--- src/rtl/_rr_mux_if.sv ---
// Handshake bundle between N producers, the arbitrated mux and one consumer.
// slave is the mux's view; master is the environment's view.
interface _rr_mux_if #(
    parameter int n        = 8,
    parameter int CHANNELS = 32
);
    localparam int SEL_W = $clog2(CHANNELS);

    logic [CHANNELS*n-1:0] in_data;
    logic [CHANNELS-1:0]   in_valid;
    logic [CHANNELS-1:0]   in_ready;
    logic                  mode;
    logic [SEL_W-1:0]      sel;
    logic [n-1:0]          out_data;
    logic [SEL_W-1:0]      out_src;
    logic                  out_valid;
    logic                  out_ready;

    modport slave (
        input  in_data, in_valid, mode, sel, out_ready,
        output in_ready, out_data, out_src, out_valid
    );

    modport master (
        output in_data, in_valid, mode, sel, out_ready,
        input  in_ready, out_data, out_src, out_valid
    );
endinterface

--- src/rtl/_rr_mux.sv ---
// N-channel arbitrated multiplexer: round-robin or forced selection feeding
// a single registered output stage with valid/ready back-pressure.
module _rr_mux #(
    parameter int n        = 8,
    parameter int CHANNELS = 32,
    localparam int SEL_W   = $clog2(CHANNELS)
) (
    input  logic      clk,
    input  logic      rst_n,
    _rr_mux_if.slave  bus
);

    logic [SEL_W-1:0] ptr;
    logic             can_load;
    logic             grant_any;
    logic [SEL_W-1:0] grant_idx;
    logic             hi_any;
    logic [SEL_W-1:0] hi_idx;
    logic             lo_any;
    logic [SEL_W-1:0] lo_idx;
    logic [n-1:0]     grant_data;
    logic             transfer;

    // Round-robin: lowest requester above the pointer, else lowest requester
    // overall (the wrap). The downward scan leaves the lowest match last.
    always_comb begin
        // NOTE: every always_comb output gets a default first so no path
        // through the block leaves it unassigned (that would infer a latch).
        hi_any    = 1'b0;
        hi_idx    = '0;
        lo_any    = 1'b0;
        lo_idx    = '0;
        grant_any = 1'b0;
        grant_idx = '0;
        for (int i = CHANNELS - 1; i >= 0; i--) begin
            if (bus.in_valid[i]) begin
                lo_any = 1'b1;
                lo_idx = SEL_W'(i);
                if (SEL_W'(i) > ptr) begin
                    hi_any = 1'b1;
                    hi_idx = SEL_W'(i);
                end
            end
        end
        if (bus.mode) begin
            // Comparing against each real index keeps out-of-range sel values
            // from ever producing a grant.
            for (int i = 0; i < CHANNELS; i++) begin
                if (bus.sel == SEL_W'(i) && bus.in_valid[i]) begin
                    grant_any = 1'b1;
                    grant_idx = SEL_W'(i);
                end
            end
        end else if (hi_any) begin
            grant_any = 1'b1;
            grant_idx = hi_idx;
        end else begin
            grant_any = lo_any;
            grant_idx = lo_idx;
        end
    end

    always_comb begin
        can_load   = !bus.out_valid || bus.out_ready;
        transfer   = grant_any && can_load;
        grant_data = '0;
        for (int i = 0; i < CHANNELS; i++) begin
            bus.in_ready[i] = transfer && (grant_idx == SEL_W'(i));
            if (grant_idx == SEL_W'(i)) grant_data = bus.in_data[i*n +: n];
        end
    end

    always_ff @(posedge clk or negedge rst_n) begin
        if (!rst_n) begin
            // NOTE: registered state uses non-blocking assignments so every
            // flop samples pre-edge values regardless of statement order.
            ptr           <= SEL_W'(CHANNELS - 1);
            bus.out_valid <= 1'b0;
            bus.out_data  <= '0;
            bus.out_src   <= '0;
        end else if (transfer) begin
            bus.out_valid <= 1'b1;
            bus.out_data  <= grant_data;
            bus.out_src   <= grant_idx;
            if (!bus.mode) ptr <= grant_idx;
        end else if (bus.out_ready) begin
            bus.out_valid <= 1'b0;
        end
    end

endmodule

--- src/flat_wrapper.sv ---
// flat-port wrapper written by rule: the top's interface ports become plain ports
module _rr_mux_flat 
#(
    parameter int n        = 8,
    parameter int CHANNELS = 32,
    localparam int SEL_W   = $clog2(CHANNELS)
)
  (clk, rst_n, bus_in_data, bus_in_valid, bus_mode, bus_sel, bus_out_ready, bus_in_ready, bus_out_data, bus_out_src, bus_out_valid);
  _rr_mux_if #(.n(n), .CHANNELS(CHANNELS)) bus_i ();
  input  logic clk;
  input  logic rst_n;
  input wire logic [$bits(bus_i.in_data)-1:0] bus_in_data;
  input wire logic [$bits(bus_i.in_valid)-1:0] bus_in_valid;
  input wire logic [$bits(bus_i.mode)-1:0] bus_mode;
  input wire logic [$bits(bus_i.sel)-1:0] bus_sel;
  input wire logic [$bits(bus_i.out_ready)-1:0] bus_out_ready;
  output wire logic [$bits(bus_i.in_ready)-1:0] bus_in_ready;
  output wire logic [$bits(bus_i.out_data)-1:0] bus_out_data;
  output wire logic [$bits(bus_i.out_src)-1:0] bus_out_src;
  output wire logic [$bits(bus_i.out_valid)-1:0] bus_out_valid;
  assign bus_i.in_data = bus_in_data;
  assign bus_i.in_valid = bus_in_valid;
  assign bus_i.mode = bus_mode;
  assign bus_i.sel = bus_sel;
  assign bus_i.out_ready = bus_out_ready;
  assign bus_in_ready = bus_i.in_ready;
  assign bus_out_data = bus_i.out_data;
  assign bus_out_src = bus_i.out_src;
  assign bus_out_valid = bus_i.out_valid;
  _rr_mux #(.n(n), .CHANNELS(CHANNELS)) u_core (.clk(clk), .rst_n(rst_n), .bus(bus_i));
endmodule
--- config.mk ---
export PLATFORM = sky130hd
export DESIGN_NAME = _rr_mux_flat
export DESIGN_NICKNAME = d
export VERILOG_FILES = /design/src/rtl/_rr_mux_if.sv /design/src/rtl/_rr_mux.sv /design/src/flat_wrapper.sv
export SDC_FILE = /design/constraint.sdc
export NUM_CORES = 1
export LEC_CHECK = 0
export CORE_ASPECT_RATIO = 0.9
export CORE_MARGIN = 1.5
export CORE_UTILIZATION = 37
export CTS_CLUSTER_DIAMETER = 100
export DETAILED_ROUTE_END_ITERATION = 10
export PLACE_DENSITY = 0.9
export SLEW_MARGIN = 20
export SYNTH_ARGS = -nofsm -noshare
export SYNTH_HDL_FRONTEND = slang
export SYNTH_SLANG_ARGS = --single-unit
--- constraint.sdc ---
create_clock -name clk -period 3.8 [get_ports clk]
set_clock_uncertainty 0.05 [all_clocks]
set_input_delay 0.57 -clock clk [delete_from_list [all_inputs] [get_ports clk]]
set_output_delay 0.57 -clock clk [all_outputs]
set_load 0.1 [all_outputs]
==> results.py, run 1 <==
metrics = {
    "place": {
        "post-dp-hpwl_um": 33370,
        "placed_area_um2": 12500,
        "io_buffers": 342,
        "routabilityCongestion": 1.206,
    },
    "synthesis": {
        "synth_cell_types": 101,
        "synth.largest_area_cell": "nand2_1",
        "syn_inst": 946,
        "netlist.area_leader.share_pct": 7.345,
        "ys_seq_elements": 19,
        "synth_nets": 1243,
        "netlist_top_cells_area": "nand2_1 (7.3%), nor2_1 (6.0%), mux2i_1 (5.9%)",
        "synthFlopType": "dfrtp_1",
        "yosys_warnings": 0,
        "avgSynthCellArea_um2": 6.645,
        "synth_edf_count": 0,
        "synthArstFlopShare_pct": 100.0,
        "ys_seq_area_share_pct": 7.663,
        "synth_area_um2": 6286,
    },
    "die": {
        "start_util_pct": 37.59,
        "die_h_um": 126.7,
        "ios": 343,
        "rows": 45,
        "die_w_um": 140.4,
    },
    "global_route": {
        "grt.overflow.total": 8,
        "grt_use_total_pct": 81.69,
        "grt_max_degree": 27,
    },
    "clock_tree": {
        "cts_buffers": 3,
        "clock_sinks": 19,
        "clock_path_buffers": 2,
        "cts_hold_buf": 0,
        "root_buffer": "clkbuf_16",
        "htreeDepth": 1,
    },
    "timing": {
        "worst-ep-kind": "output port",
        "worstEndpointGrtRepair": "bus_in_ready[15]",
    },
    "status": {
        "firstError": "[ERROR GRT-0232] Routing congestion too high. Check the congestion heatmap in the GUI.",
        "status": "aborted with a tool error",
        "stop_stage": "global routing",
    },
}
[cell usage after synthesis, drive strengths merged (6+ instances only)]
cell / number
clkbuf: 33
nand2: 124
inv: 22
a221oi: 14
a32oi: 9
mux4: 6
nor4: 16
dfrtp: 14
nor3: 36
nor2b: 11
o221ai: 9
nor2: 105
o21a: 7
o22ai: 13
a31oi: 12
buf: 61
nand4: 12
o21ai: 53
mux2i: 37
o211ai: 30
and2: 9
a21oi: 61
a22oi: 14
nand3: 47
nand2b: 14
o311ai: 9
a21boi: 8
o31ai: 12
and3: 6
a21o: 10
mux2: 17
[cell families after synthesis]
family | count (synthesis) | share of synthesized area, %
buf+inv | 116 | 9.236
flops | 19 | 7.663
simple gates | 409 | 31.53
mux | 60 | 11.15
compound gates | 342 | 40.43
[metal layers]
| metal | overflow | global-route usage, % |
|---|---|---|
| met1 | 1 | 78.96 |
| met2 | 3 | 94.21 |
| met3 | 0 | 75.08 |
| met4 | 4 | 80.62 |
| met5 | 0 | 48.75 |
[metrics by stage]
stage,TNS [ps],setup WS (ps),std cells
2_1_floorplan,-447.0,-155.7,946
3_3_place_gp,-17770,-699.9,1688
3_5_place_dp,-20480,-786.3,1688
4_1_cts,-2636,-120.2,1768
[timing repair]
| action | 4_1_cts |
|---|---|
| resized for setup | 186 |
| buffers inserted | 73 |
| pin swaps | 88 |
| cloned | 3 |
| endpoints found under the setup margin | 40 |
==> run 2, diff against run 1 <==
--- a/config.mk
+++ b/config.mk
@@ -5,12 +5,10 @@
 export SDC_FILE = /design/constraint.sdc
 export NUM_CORES = 1
 export LEC_CHECK = 0
-export CORE_ASPECT_RATIO = 0.9
 export CORE_MARGIN = 1.5
-export CORE_UTILIZATION = 37
-export CTS_CLUSTER_DIAMETER = 100
+export CORE_UTILIZATION = 30
 export DETAILED_ROUTE_END_ITERATION = 10
-export PLACE_DENSITY = 0.9
+export PLACE_DENSITY_LB_ADDON = 0.15
 export SLEW_MARGIN = 20
 export SYNTH_ARGS = -nofsm -noshare
 export SYNTH_HDL_FRONTEND = slang
==> constraint.sdc (replaced) <==
create_clock -name clk -period 4.9 [get_ports clk]
set_clock_uncertainty 0.05 [all_clocks]
set_input_delay 0.735 -clock clk [delete_from_list [all_inputs] [get_ports clk]]
set_output_delay 0.735 -clock clk [all_outputs]
set_load 0.1 [all_outputs]
==> run 2 against run 1 <==
Effect of this change:
- the run now ends clean
- synthesized cell count stayed put
- synthesized area is the same
==> results.py, run 2 <==
metrics = {
    "routing": {
        "ant_nets": 0,
        "met2_length_um": 18490,
        "drc": 0,
        "wl_um": 39010,
        "wl_met1_um": 16040,
        "via_count": 9528,
        "vias_per_cell": 5.974,
        "drtIter0Drc": 881,
        "wire_per_inst_um": 24.46,
        "met3RoutedLength_um": 3168,
        "dr.pass1.iters": 5,
        "highest_layer": "met5",
    },
    "die": {
        "rows": 52,
        "coreArea_um2": 20360,
        "start_util_pct": 30.87,
        "die_w_um": 147.8,
        "ios": 343,
        "die_area_um2": 21830,
        "die_h_um": 147.8,
    },
    "critical_path": {
        "cp_slowest_cell": "clkdlybuf4s50_1",
        "worstSetupStartpointType": "primary input",
        "ff2ff_setup_slack_ps": 260,
        "endpoint_kind": "primary output",
        "crit_top_cell": "buf_12",
        "path_cells": "clkdlybuf4s50_1 > nor2_1 > a41o_1 > or3b_1 > a31o_1 > a221o_1 > a21oi_4 > buf_12 > nand2_1 > buf_12 > nor2_1 > buf_12",
        "reg2reg_from": "u_core.ptr[1]",
        "crit_type": "primary input to primary output",
        "required_ps": 4120,
        "crit_fanout": 36,
        "reg2reg_to": "u_core.bus.out_data[6]",
        "cp.arrival_ps": 3980,
        "critPathMaxStageDelay_ps": 580,
        "reg2reg_depth": 16,
    },
    "cells_and_area": {
        "fin_util_pct": 54.77,
        "layout_common_cells": "clkdlybuf4s50_1 (307), nand2_1 (123), buf_4 (112)",
        "nets": 1618,
        "area_delta_synth_final_pct": 77.45,
        "final-seq-area_um2": 489.2,
        "multi_input_area_um2": 5369,
        "top_register": "u_core.bus.out_data",
        "largest_reg_flops": 8,
        "fin_cells": 1595,
        "reg_top3": "u_core.bus.out_data: 8 flops, u_core.bus.out_src: 5 flops, u_core.ptr: 5 flops",
        "nFillCells": 2008,
        "drive_gt1_share_pct": 19.32,
        "final_common_cell": "clkdlybuf4s50_1",
    },
    "clock_tree": {
        "cts_buffers": 3,
        "root_buffer": "clkbuf_16",
        "clk_pin_slew_ps": 60,
        "clock_sinks": 19,
        "htreeDepth": 1,
        "cts_tree": "yes",
        "clk_latency_ps": 260,
        "clock_path_buffers": 2,
    },
    "place": {
        "io_buffers": 342,
        "dp_cells": 1585,
        "post-dp-hpwl_um": 32240,
        "routabilityCongestion": 0.9608,
    },
    "global_route": {
        "grt_use_total_pct": 34.29,
        "grt_max_degree": 37,
        "grt_pass1_wl_um": 57060,
        "grt.overflow.total": 0,
        "antenna_found_initial": 6,
        "grt_pass1_vias": 9101,
    },
    "synthesis": {
        "avgSynthCellArea_um2": 6.645,
        "yosys_warnings": 0,
        "yosysMostFrequentCell": "nand2_1",
        "syn_inst": 946,
        "synth.largest_area_cell": "nand2_1",
        "synthArstFlopShare_pct": 100.0,
        "synthFlopType": "dfrtp_1",
        "ys_seq_elements": 19,
        "synth_nets": 1243,
        "synth_edf_count": 0,
        "synth_cell_types": 101,
        "synth_area_um2": 6286,
        "ys_seq_area_share_pct": 7.663,
        "netlist_top_cells_area": "nand2_1 (7.3%), nor2_1 (6.0%), mux2i_1 (5.9%)",
        "netlist.area_leader.share_pct": 7.345,
        "ys_top_cells_by_count": "nand2_1 (123), nor2_1 (101), a21oi_1 (60)",
    },
    "timing": {
        "tightestPinTransition_ps": 1030,
        "layout_worst_path_cycle_share_pct": 97.20,
        "setup_viol_count_final": 0,
        "slew_violations": 0,
        "maxSlewHeadroom_pct": 31.11,
        "finalHoldViolCount": 0,
        "fin_hold_ws_ps": 391.6,
        "period_needed_ps": 4763,
        "fmax_mhz": 210.0,
        "rsz0062_at_grt": "true",
    },
    "power": {
        "p_leak_nw": 4.223,
        "ir_worst_vdd_v": 0.0001799,
        "powerDensity_nw_per_um2": 464.8,
    },
    "flow_run": {
        "max-cap-violations": 0,
    },
    "min_path": {
        "min_path_type": "primary input to async pin",
    },
    "status": {
        "status": "finished, final reports clean",
    },
}
[run 2: cell counts after synthesis]
Identical to the previous run, type by type.
[run 2: report_power, final]
group	leakage [nW]	total (mW)	internal, mW	switching, mW
registers	0.225	0.438	0.247	0.191
clock network	0.0382	0.182	0.111	0.0711
logic	3.96	4.56	1.78	2.79
[run 2: logic make-up (layout without fill, tap and decap cells)]
kind of cell    count (synthesis)  after routing  synth area share, %
simple gates                  409            409                31.53
compound gates                342            342                40.43
buf+inv                       116            490                9.236
mux                            60             60                11.15
flops                          19             19                7.663
other cells                     0              5                    0
[run 2: area by class of cell]
cell class,instances,share of cell area (%)
inverter,22,0.7403
sequential,19,4.386
antenna,5,0.1122
tap,270,3.029
timing repair buffer,464,42.89
multi-input combinational,811,48.13
clock buffer,4,0.7067
[run 2: critical path: cells and delay by family]
family	cells	cell delay, ps
buf+inv	4	1210
compound gates	4	1210
simple gates	4	800
[run 2: metal layers]
layer	global-route usage, %	up-vias
met5	0	-
met2	55.84	573
met1	46.36	4494
li1	-	4395
met4	12.10	2
met3	4.414	64
[run 2: per-stage QoR]
step                      area, um2  total power [mW]  TNS [ps]  setup WS [ps]
final                         11150             5.185         0          137.4
after global routing          11150             5.449   -0.9930        -0.9930
after CTS                     11080             5.064         0          18.49
after detailed placement      11000             4.865         0          22.16
after global placement        10990             4.876    -35.21         -35.21
after floorplan                6360             3.096    -686.0         -264.4
[run 2: timing repair]
item | in CTS | in global routing
hold buffers | 0 | 0
setup endpoints to repair | 0 | 27
buffers inserted | 0 | 1
gates resized for setup | 0 | 14
[run 2: how the worst max path moves through the flow]
stage,startpoint,to,slack (ps)
2_1_floorplan,bus_sel[2],bus_in_ready[4],-260
3_3_place_gp,bus_in_valid[13],u_core.bus.out_data[6],-40
3_5_place_dp,bus_in_valid[28],u_core.bus.out_data[6],20
4_1_cts,bus_sel[0],bus_in_ready[13],20
5_1_grt,bus_in_valid[26],bus_in_ready[22],-1
6_report,bus_in_valid[26],bus_in_ready[22],140
Note: power is estimated with default switching activity, not from simulation.
